## src/rtl/mem_access.sv

```systemverilog
// mem_access: memory-access stage running a single-outstanding req/ack data-bus transaction,
// aligning/extending load data and registering the l3 writeback triple.
module mem_access #(
    parameter int TIMEOUT = 64
) (
    input  logic        clk,
    input  logic        rst_n,
    input  logic [31:0] alu_q_l2,
    input  logic [31:0] alu_b_l2,
    input  logic [4:0]  rd_l2,
    input  logic        rd_wen_l2,
    input  logic        ins_lb_l2,
    input  logic        ins_lh_l2,
    input  logic        ins_lw_l2,
    input  logic        ins_lbu_l2,
    input  logic        ins_lhu_l2,
    input  logic        ins_sb_l2,
    input  logic        ins_sh_l2,
    input  logic        ins_sw_l2,
    output logic        bus_req,
    output logic        bus_we,
    output logic [31:0] bus_addr,
    output logic [3:0]  bus_be,
    output logic [31:0] bus_wdata,
    input  logic        bus_ack,
    input  logic [31:0] bus_rdata,
    output logic        stall,
    output logic        wb_en,
    output logic [4:0]  wb_rd,
    output logic [31:0] wb_data,
    output logic        mem_err
);
    typedef enum logic {S_IDLE, S_WAIT} state_t;
    state_t      r_state, w_state_nx;
    logic [15:0] r_cnt;
    logic        r_req, r_we, r_err, r_wb_en;
    logic [31:0] r_addr, r_wdata, r_wb_data;
    logic [3:0]  r_be;
    logic [4:0]  r_rd, r_wb_rd;
    logic        r_rd_wen, r_lb, r_lh, r_lbu, r_lhu, r_load;
    logic [1:0]  r_off;
    logic        w_load, w_store, w_mem, w_byte_op, w_half_op, w_mis, w_issue, w_tmo;
    logic [3:0]  w_be;
    logic [31:0] w_wdata, w_ext;
    logic [7:0]  w_byte;
    logic [15:0] w_half;
    assign w_load    = ins_lb_l2 | ins_lh_l2 | ins_lw_l2 | ins_lbu_l2 | ins_lhu_l2;
    assign w_store   = ins_sb_l2 | ins_sh_l2 | ins_sw_l2;
    assign w_mem     = w_load | w_store;
    assign w_byte_op = ins_lb_l2 | ins_lbu_l2 | ins_sb_l2;
    assign w_half_op = ins_lh_l2 | ins_lhu_l2 | ins_sh_l2;
    assign w_mis     = (w_half_op & alu_q_l2[0]) | ((ins_lw_l2 | ins_sw_l2) & (alu_q_l2[1:0] != 2'b00));
    assign w_issue   = w_mem & ~w_mis;
    assign w_tmo     = r_cnt == 16'(TIMEOUT - 1);
    assign w_be      = w_byte_op ? 4'b0001 << alu_q_l2[1:0] :
                       w_half_op ? (alu_q_l2[1] ? 4'b1100 : 4'b0011) : 4'b1111;
    assign w_wdata   = w_byte_op ? {4{alu_b_l2[7:0]}} : w_half_op ? {2{alu_b_l2[15:0]}} : alu_b_l2;
    assign w_byte    = bus_rdata[{r_off, 3'b000} +: 8];
    assign w_half    = bus_rdata[{r_off[1], 4'b0000} +: 16];
    assign w_ext     = r_lb  ? {{24{w_byte[7]}}, w_byte} :
                       r_lbu ? {24'b0, w_byte} :
                       r_lh  ? {{16{w_half[15]}}, w_half} :
                       r_lhu ? {16'b0, w_half} : bus_rdata;
    always_ff @(posedge clk or negedge rst_n) begin
        if (!rst_n) r_state <= S_IDLE;
        else        r_state <= w_state_nx;
    end
    // stall is gated by rst_n so it drops the moment reset is asserted, whatever l2 holds
    always_comb begin
        w_state_nx = r_state;
        stall      = 1'b0;
        if (r_state == S_IDLE) begin
            w_state_nx = w_issue ? S_WAIT : S_IDLE;
            stall      = rst_n & w_issue;
        end else begin
            w_state_nx = (bus_ack | w_tmo) ? S_IDLE : S_WAIT;
            stall      = rst_n & ~bus_ack;
        end
    end
    always_ff @(posedge clk or negedge rst_n) begin
        if (!rst_n) begin
            r_cnt     <= '0;
            r_req     <= 1'b0;
            r_we      <= 1'b0;
            r_addr    <= '0;
            r_be      <= '0;
            r_wdata   <= '0;
            r_off     <= '0;
            r_rd      <= '0;
            r_rd_wen  <= 1'b0;
            r_lb      <= 1'b0;
            r_lh      <= 1'b0;
            r_lbu     <= 1'b0;
            r_lhu     <= 1'b0;
            r_load    <= 1'b0;
            r_err     <= 1'b0;
            r_wb_en   <= 1'b0;
            r_wb_rd   <= '0;
            r_wb_data <= '0;
        end else begin
            r_err <= 1'b0;
            if (r_state == S_IDLE) begin
                if (!w_mem) begin
                    r_wb_en   <= rd_wen_l2 & (rd_l2 != 5'd0);
                    r_wb_rd   <= rd_l2;
                    r_wb_data <= alu_q_l2;
                end else if (w_mis) begin
                    r_wb_en <= 1'b0;
                    r_err   <= 1'b1;
                end else begin
                    r_req    <= 1'b1;
                    r_we     <= w_store;
                    r_addr   <= {alu_q_l2[31:2], 2'b00};
                    r_be     <= w_be;
                    r_wdata  <= w_wdata;
                    r_off    <= alu_q_l2[1:0];
                    r_rd     <= rd_l2;
                    r_rd_wen <= rd_wen_l2;
                    r_lb     <= ins_lb_l2;
                    r_lh     <= ins_lh_l2;
                    r_lbu    <= ins_lbu_l2;
                    r_lhu    <= ins_lhu_l2;
                    r_load   <= w_load;
                    r_cnt    <= '0;
                    r_wb_en  <= 1'b0;
                end
            end else if (bus_ack) begin
                r_req     <= 1'b0;
                r_wb_en   <= r_load & r_rd_wen & (r_rd != 5'd0);
                r_wb_rd   <= r_rd;
                r_wb_data <= w_ext;
            end else begin
                r_wb_en <= 1'b0;
                r_cnt   <= r_cnt + 16'd1;
                if (w_tmo) begin
                    r_req <= 1'b0;
                    r_err <= 1'b1;
                end
            end
        end
    end
    assign bus_req   = r_req;
    assign bus_we    = r_we;
    assign bus_addr  = r_addr;
    assign bus_be    = r_be;
    assign bus_wdata = r_wdata;
    assign wb_en     = r_wb_en;
    assign wb_rd     = r_wb_rd;
    assign wb_data   = r_wb_data;
    assign mem_err   = r_err;
endmodule

```

## config.mk

```make
export PLATFORM = sky130hd
export DESIGN_NAME = mem_access
export DESIGN_NICKNAME = d
export VERILOG_FILES = /design/src/rtl/mem_access.sv
export SDC_FILE = /design/constraint.sdc
export NUM_CORES = 1
export LEC_CHECK = 0
export ABC_CLOCK_PERIOD_IN_PS = 2000
export CAP_MARGIN = 10
export CORE_MARGIN = 4
export CORE_UTILIZATION = 47
export CTS_CLUSTER_DIAMETER = 120
export DETAILED_ROUTE_END_ITERATION = 10
export GPL_TIMING_DRIVEN = 0
export PLACE_DENSITY = 0.9
export SLEW_MARGIN = 25
export SYNTH_ARGS = -nofsm -noshare
export SYNTH_HDL_FRONTEND = slang
export SYNTH_SLANG_ARGS = --single-unit
```

## constraint.sdc

```tcl
create_clock -name clk -period 2 [get_ports clk]
set_input_delay 0.4 -clock clk [delete_from_list [all_inputs] [get_ports clk]]
set_output_delay 0.4 -clock clk [all_outputs]
set_load 0.01 [all_outputs]
```

# Word level (Yosys, flattened, before mapping)
# Index checks and enable logic that the tools add are counted.
[op_classes] addsub=1 eq_ne=6 shift=3 mux=36 bitwise=25 n_reduce_logical=8
[op_table] operator="two-way mux 32 bit" n=9
[op_table] operator="two-way mux 16 bit" n=4
[op_table] operator="indexed part select 32 x 6 -> 16 bit" n=1
[op_table] operator="indexed part select 32 x 6 -> 8 bit" n=1
[op_table] operator="two-way mux 1 bit" n=17
[op_table] operator="adder 16 x 1 -> 16 bit, second input constant" n=1
[op_table] operator="equality test 16 x 6 -> 1 bit, second input constant" n=1
[op_table] operator="two-way mux 5 bit" n=3
[op_table] operator="bitwise OR 1 bit" n=14
[op_table] operator="two-way mux 4 bit" n=3
[op_table] operator="nonzero test 5 bit" n=2
[op_table] operator="AND reduction 3 bit" n=3
[op_table] operator="AND 1 bit" n=8
[op_table] operator="inequality test 2 bit, second input constant" n=4
[op_table] operator="nonzero test 2 bit" n=2
[op_table] operator="<< shifter 1 x 2 -> 4 bit, first input constant" n=1
[op_table] operator="inequality test 3 x 2 -> 1 bit, second input constant" n=1
[op_table] operator="NOT 1 bit" n=3
[op_table] operator="AND reduction 2 bit" n=1
[word_totals] ff_bits=137 output_inout_bits=110 wordCells=98

# Depth between registers and ports, before layout
[logic_depth] word_depth=8 mapped_depth=8 mapped_depth_nobuf=6

# Worst setup path after synthesis
# Ideal clock, no wire load.
[synth_path] path_kind="input-to-output" start="input port ins_lh_l2" end="output port stall" t_arrival_ps=1426 required_time_ps=1600 path_slack_ps=174 stages=7 path_buffers=2 path_cell_list="nor3_1 -> buf_4 -> o21ai_2 -> nor3_2 -> buf_6 -> nor2_1 -> nor2b_1"
[synth_via] elab_chain_cells=8
[synth_rtl] item="start: declaration" line="13" text="input logic ins_lh_l2,"
[synth_rtl] item="bitwise OR 1 bit, on equally long branches (2 in series)" line="47, 51"
[synth_rtl] item="bitwise OR 1 bit or AND 1 bit (tied branches)" line="47, 52"
[synth_rtl] item="bitwise OR 1 bit, on equally long branches" line="47, 52"
[synth_rtl] item="bitwise OR 1 bit or NOT 1 bit (tied branches)"
[synth_rtl] item="AND 1 bit (*)" line="53" text="assign w_issue = w_mem & ~w_mis;"
[synth_rtl] item="AND 1 bit (*)" line="74" text="stall = rst_n & w_issue;"
[synth_rtl] item="two-way mux 1 bit (*)" line="72" text="if (r_state == S_IDLE) begin"
[synth_rtl] item="end: declaration" line="27" text="output logic stall,"
# Mark *: on every way between the ends. The rest lies on a longest branch, timed or not.

# Final worst setup path
[layout_path] start="input port alu_q_l2[1]" end="output port stall"
[layout_via] elab_chain_cells=7
[layout_rtl] item="start: declaration" line="8" text="input logic [31:0] alu_q_l2,"
[layout_rtl] item="nonzero test 2 bit" line="52" text="assign w_mis = (w_half_op & alu_q_l2[0]) | ((ins_lw_l2 | ins_sw_l2) & (alu_q_l2[1:0] != 2'b00));"
[layout_rtl] item="AND 1 bit" line="52"
[layout_rtl] item="bitwise OR 1 bit" line="52"
[layout_rtl] item="NOT 1 bit (no source line)"
[layout_rtl] item="AND 1 bit" line="53"
[layout_rtl] item="AND 1 bit" line="74"
[layout_rtl] item="two-way mux 1 bit" line="72"
# Every way passes these cells.

==> flow_results.org <==
** Critical path
- Buf/Inv on CP :: 3
- The cell family contributing the most delay on the critical path is buffers and inverters.
- Critical Path Source Type :: input pin
- Walking the worst path, the cells encountered are clkdlybuf4s15_2 -> o22ai_2 -> o21ai_2 -> nor3_4 -> buf_6 -> nor2_4 -> nor2b_1 -> buf_2.
- Critical path start-end classification :: input pin to output pin
- STA puts the critical path data required time at 1600 ps.
- CP Data Arrival Time :: approximately 1600 ps
- Worst-path cell with the longest stage delay :: sky130_fd_sc_hd__clkdlybuf4s15_2
- Crit path max fanout :: 7
- CP Depth :: 8
- R2r worst-path depth :: 5
- CP Capture Type :: output pin
- Slowest cell delay on critical path :: 280 ps

** Yosys
- Number of enable-type register cells in the synthesized netlist :: 0
- Synth unique cells :: 47
- Sequential share of the synthesized area :: 0.4990
- Of the post-synthesis cell area, the dominant cell type holds 0.4990.
- Summed over all instances, the cell type with the most area after synthesis is sky130_fd_sc_hd__dfrtp_1.
- Fraction of registers with async set or reset after synthesis :: 1.000
- For this run, the leading register cell type out of synthesis is sky130_fd_sc_hd__dfrtp_1.
- After synthesis, the cell types taking the most area are sky130_fd_sc_hd__dfrtp_1, sky130_fd_sc_hd__mux2_4, sky130_fd_sc_hd__mux2i_1.
- Each instance of the synthesized netlist takes up on average around 11 µm².
- In this run the cell area of the synthesized design comes to 0.006870 mm².
- Warning count from the yosys run :: 0
- Count of state elements after synthesis :: between 100 and 150
- In the synthesized netlist, the number of instances is 645.

** Layout
- Most frequent standard cell in the layout excluding fill and tap cells :: sky130_fd_sc_hd__clkdlybuf4s50_1
- Area Overhead vs Synth :: 46.49%
- Filler cell count :: between 900 and 1000
- Of the cells placed in the final design, the portion with a size suffix greater than 1 is 0.1808.
- The library cells used most frequently in the layout, excluding fill and tap cells, are sky130_fd_sc_hd__clkdlybuf4s50_1, sky130_fd_sc_hd__dfrtp_1, sky130_fd_sc_hd__nand2_1.
- Net count, final :: 1008
- Antenna cells :: 0

** GRT
- Pin count of the biggest net entering global routing :: 81
- The total overflow left after global routing is 0.
- Aggregate global-route resource usage :: 0.2700
- The initial antenna violation count was 0.
- The first global-routing pass estimated 34710 µm of wire.
- Number of global-route vias before repair :: approximately 6300

** Detailed routing
- Routed wire length per instance :: 20.54 µm
- The final route contains 6164 vias.
- The detailed router used layers up to and including met4.
- In the final routing, the length of wire on met1 measures 8770 µm.
- Before antenna repair, the detailed router went through 7 iterations.
- In the routed design, unresolved DRC markers number 0.
- Routed WL :: roughly 22000 µm
- Detailed routing placed a total of 10730 µm of wire on met2.
- Vias/cell :: ~5.7
- For this block, the initial DRC count from the detailed router was 541.
- Post-DRT Antenna Nets :: 0
- Detailed routing placed a total of 2320 µm of wire on met3.

** CTS
- Clock tree synthesis selected as its root buffer the cell sky130_fd_sc_hd__clkbuf_16.
- Number of CTS-inserted buffers :: 17
- Clk slew on worst S/H paths :: 60 ps
- CTS built an H-tree with a depth of 4.
- TritonCTS built the clock tree.
- Clock buffer depth :: 2
- The clock drives around 140 sinks.
- Clock latency of the later-clocked register in the worst-skew pair :: between 400 and 500 ps

** Die
- The core region is 0.01410 mm².
- The initial utilization of the core area, before any placement, comes to 0.4874.
- Die Span X :: approximately 130 µm
- Number of core rows :: between 40 and 50
- Number of I/O pins :: ~220
- Height of the chip :: ~130 µm
- The die covers ~0.017 mm².

** Power
- Power spread over the standard cell area amounts to between 1000 and 1500 mW/mm².
- Of the total power, the share spent switching nets is 0.3091.
- The internal portion of the total power is 7.996 mW.
- Combinational cell fraction of total power :: 0.365
- Leakage :: between 4 and 5 nW
- Power comes to approximately 12 mW.
- Of the total power, registers draw 0.347.
- Fraction of power consumed by the clock network :: 0.287
- For this design the total switching power over the nets is 3.577 mW.
- Across the VDD grid, the largest voltage drop is 0.7667 mV.

** Timing
- Final hold slack :: -153.7 ps
- At the pin with the least slew margin, the transition time is 651.8 ps.
- Setup repair after global routing missed its margin :: yes
- Final setup violation count :: 0
- Max Freq :: 504.2 MHz
- For the finished layout, the period the worst path requires is 1983 ps.
- Summed over all failing endpoints, the final setup total negative slack is 0 ps.
- Final number of hold-violating endpoints :: 58
- Between clock sinks in the finished design, the worst skew comes to 6.527 ps.
- Ratio of final minimum period to clock period :: 0.9916
- Number of slew-limit violations in the final report :: 0
- Headroom to the max-slew limit came out at 0.5644.

** Place
- DP Wirelength :: 16430 µm
- At the end of routability-driven placement, the weighted congestion stood at roughly 0.98.
- Buffers added on ports :: 220

** Run
- Number of max-cap violations :: 0

** Outcome
- Result of the run :: finished, violations left
- Failing checks :: hold timing

** Min path
- Worst hold path type :: input pin to async pin
-- synthesized netlist by cell type, drive strengths merged, types with 2 or more instances --
master  number
and3         3
o21ai       78
nor4         4
nand2b       2
buf         28
clkbuf      18
o21a        18
dfrtp      137
nor3         6
xor2        12
nor2        54
mux2i       31
nor2b        4
nand4        8
a21o         3
mux2        60
or3          2
a31oi       13
mux4         7
or4          2
and4         2
nand3        5
nand2       74
a21oi       56
inv          4
-- cell families (layout without fill, tap and decap cells) --
family,count (synthesis),count (layout),synth area share
other,1,2,0.0005458
DFF,137,137,0.4990
AOI/OAI and AO/OA,176,176,0.1459
muxes,98,98,0.1883
and+or+nand+nor,169,169,0.1089
buffers and inverters,50,311,0.03897
xor gates and xnor gates,13,13,0.01657
adders and majority gates,1,1,0.001821
-- stage by stage --
| step | cell area, µm² | util | setup WS (ps) | instances |
|---|---|---|---|---|
| after floorplan | 6874 | - | 173.8 | 646 |
| after detailed placement | 9334 | 0.6622 | -1042 | 1047 |
| after global placement | 9301 | 0.6599 | -4941 | 1046 |
| after CTS | 10030 | 0.7114 | -105.2 | 1084 |
| after global routing | 10060 | 0.7140 | -87.43 | 1087 |
| final | 10060 | 0.7140 | 16.79 | 1087 |
-- per-layer routing --
layer	track usage	vias up
met5	0	-
met4	0.08771	0
met3	0.09049	48
met2	0.4445	337
met1	0.3362	2995
li1	-	2784
-- sequential cells by signal, summed over array words and instances, names as in the netlist, 2 cells and up --
name,count
wb_rd,5
bus_addr,30
bus_be,4
wb_data,32
r_off,2
bus_wdata,32
r_cnt,16
r_rd,5
-- area by class of cell --
type | instances | area (µm²) | share of cell area
Tap cell | 180 | 225.2 | 0.02238
Clock inverter | 13 | 176.4 | 0.01753
Buffer | 45 | 267.8 | 0.02660
Clock buffer | 19 | 442.9 | 0.04401
Timing Repair Buffer | 230 | 2275 | 0.2260
Inverter | 4 | 15.01 | 0.001492
Multi-Input combinational cell | 459 | 3234 | 0.3214
Sequential cell | 137 | 3428 | 0.3406
-- power by group through the flow --
stage               combinational [mW]  sequential, mW  clock (mW)
floorplan                         1.68            4.29           0
global placement                  4.09            3.99           0
detailed placement                4.18            4.05           0
CTS                               4.22            4.01        3.35
global route                      4.54            4.10        3.48
finish                            4.23            4.02        3.33
-- path summary, 6_finish.rpt --
path / start / endpoint / slack, ps
max: alu_q_l2[1] / stall / 20
min: rst_n / bus_addr[9] / -150
max reg2reg: r_state / mem_err / 30
min reg2reg: wb_data[11] / wb_data[11] / 480
max in group asynchronous: rst_n / bus_wdata[12] / 1460
min in group clk: ins_lw_l2 / r_load / 300
-- repair_timing --
action / in CTS / in global routing
pin swaps: 5 / 5
setup endpoints to repair: 133 / 89
setup buffers: 5 / 4
hold endpoints to repair: 58 / 58
gates resized for setup: 31 / 30
(Power assumes the default switching activity.)
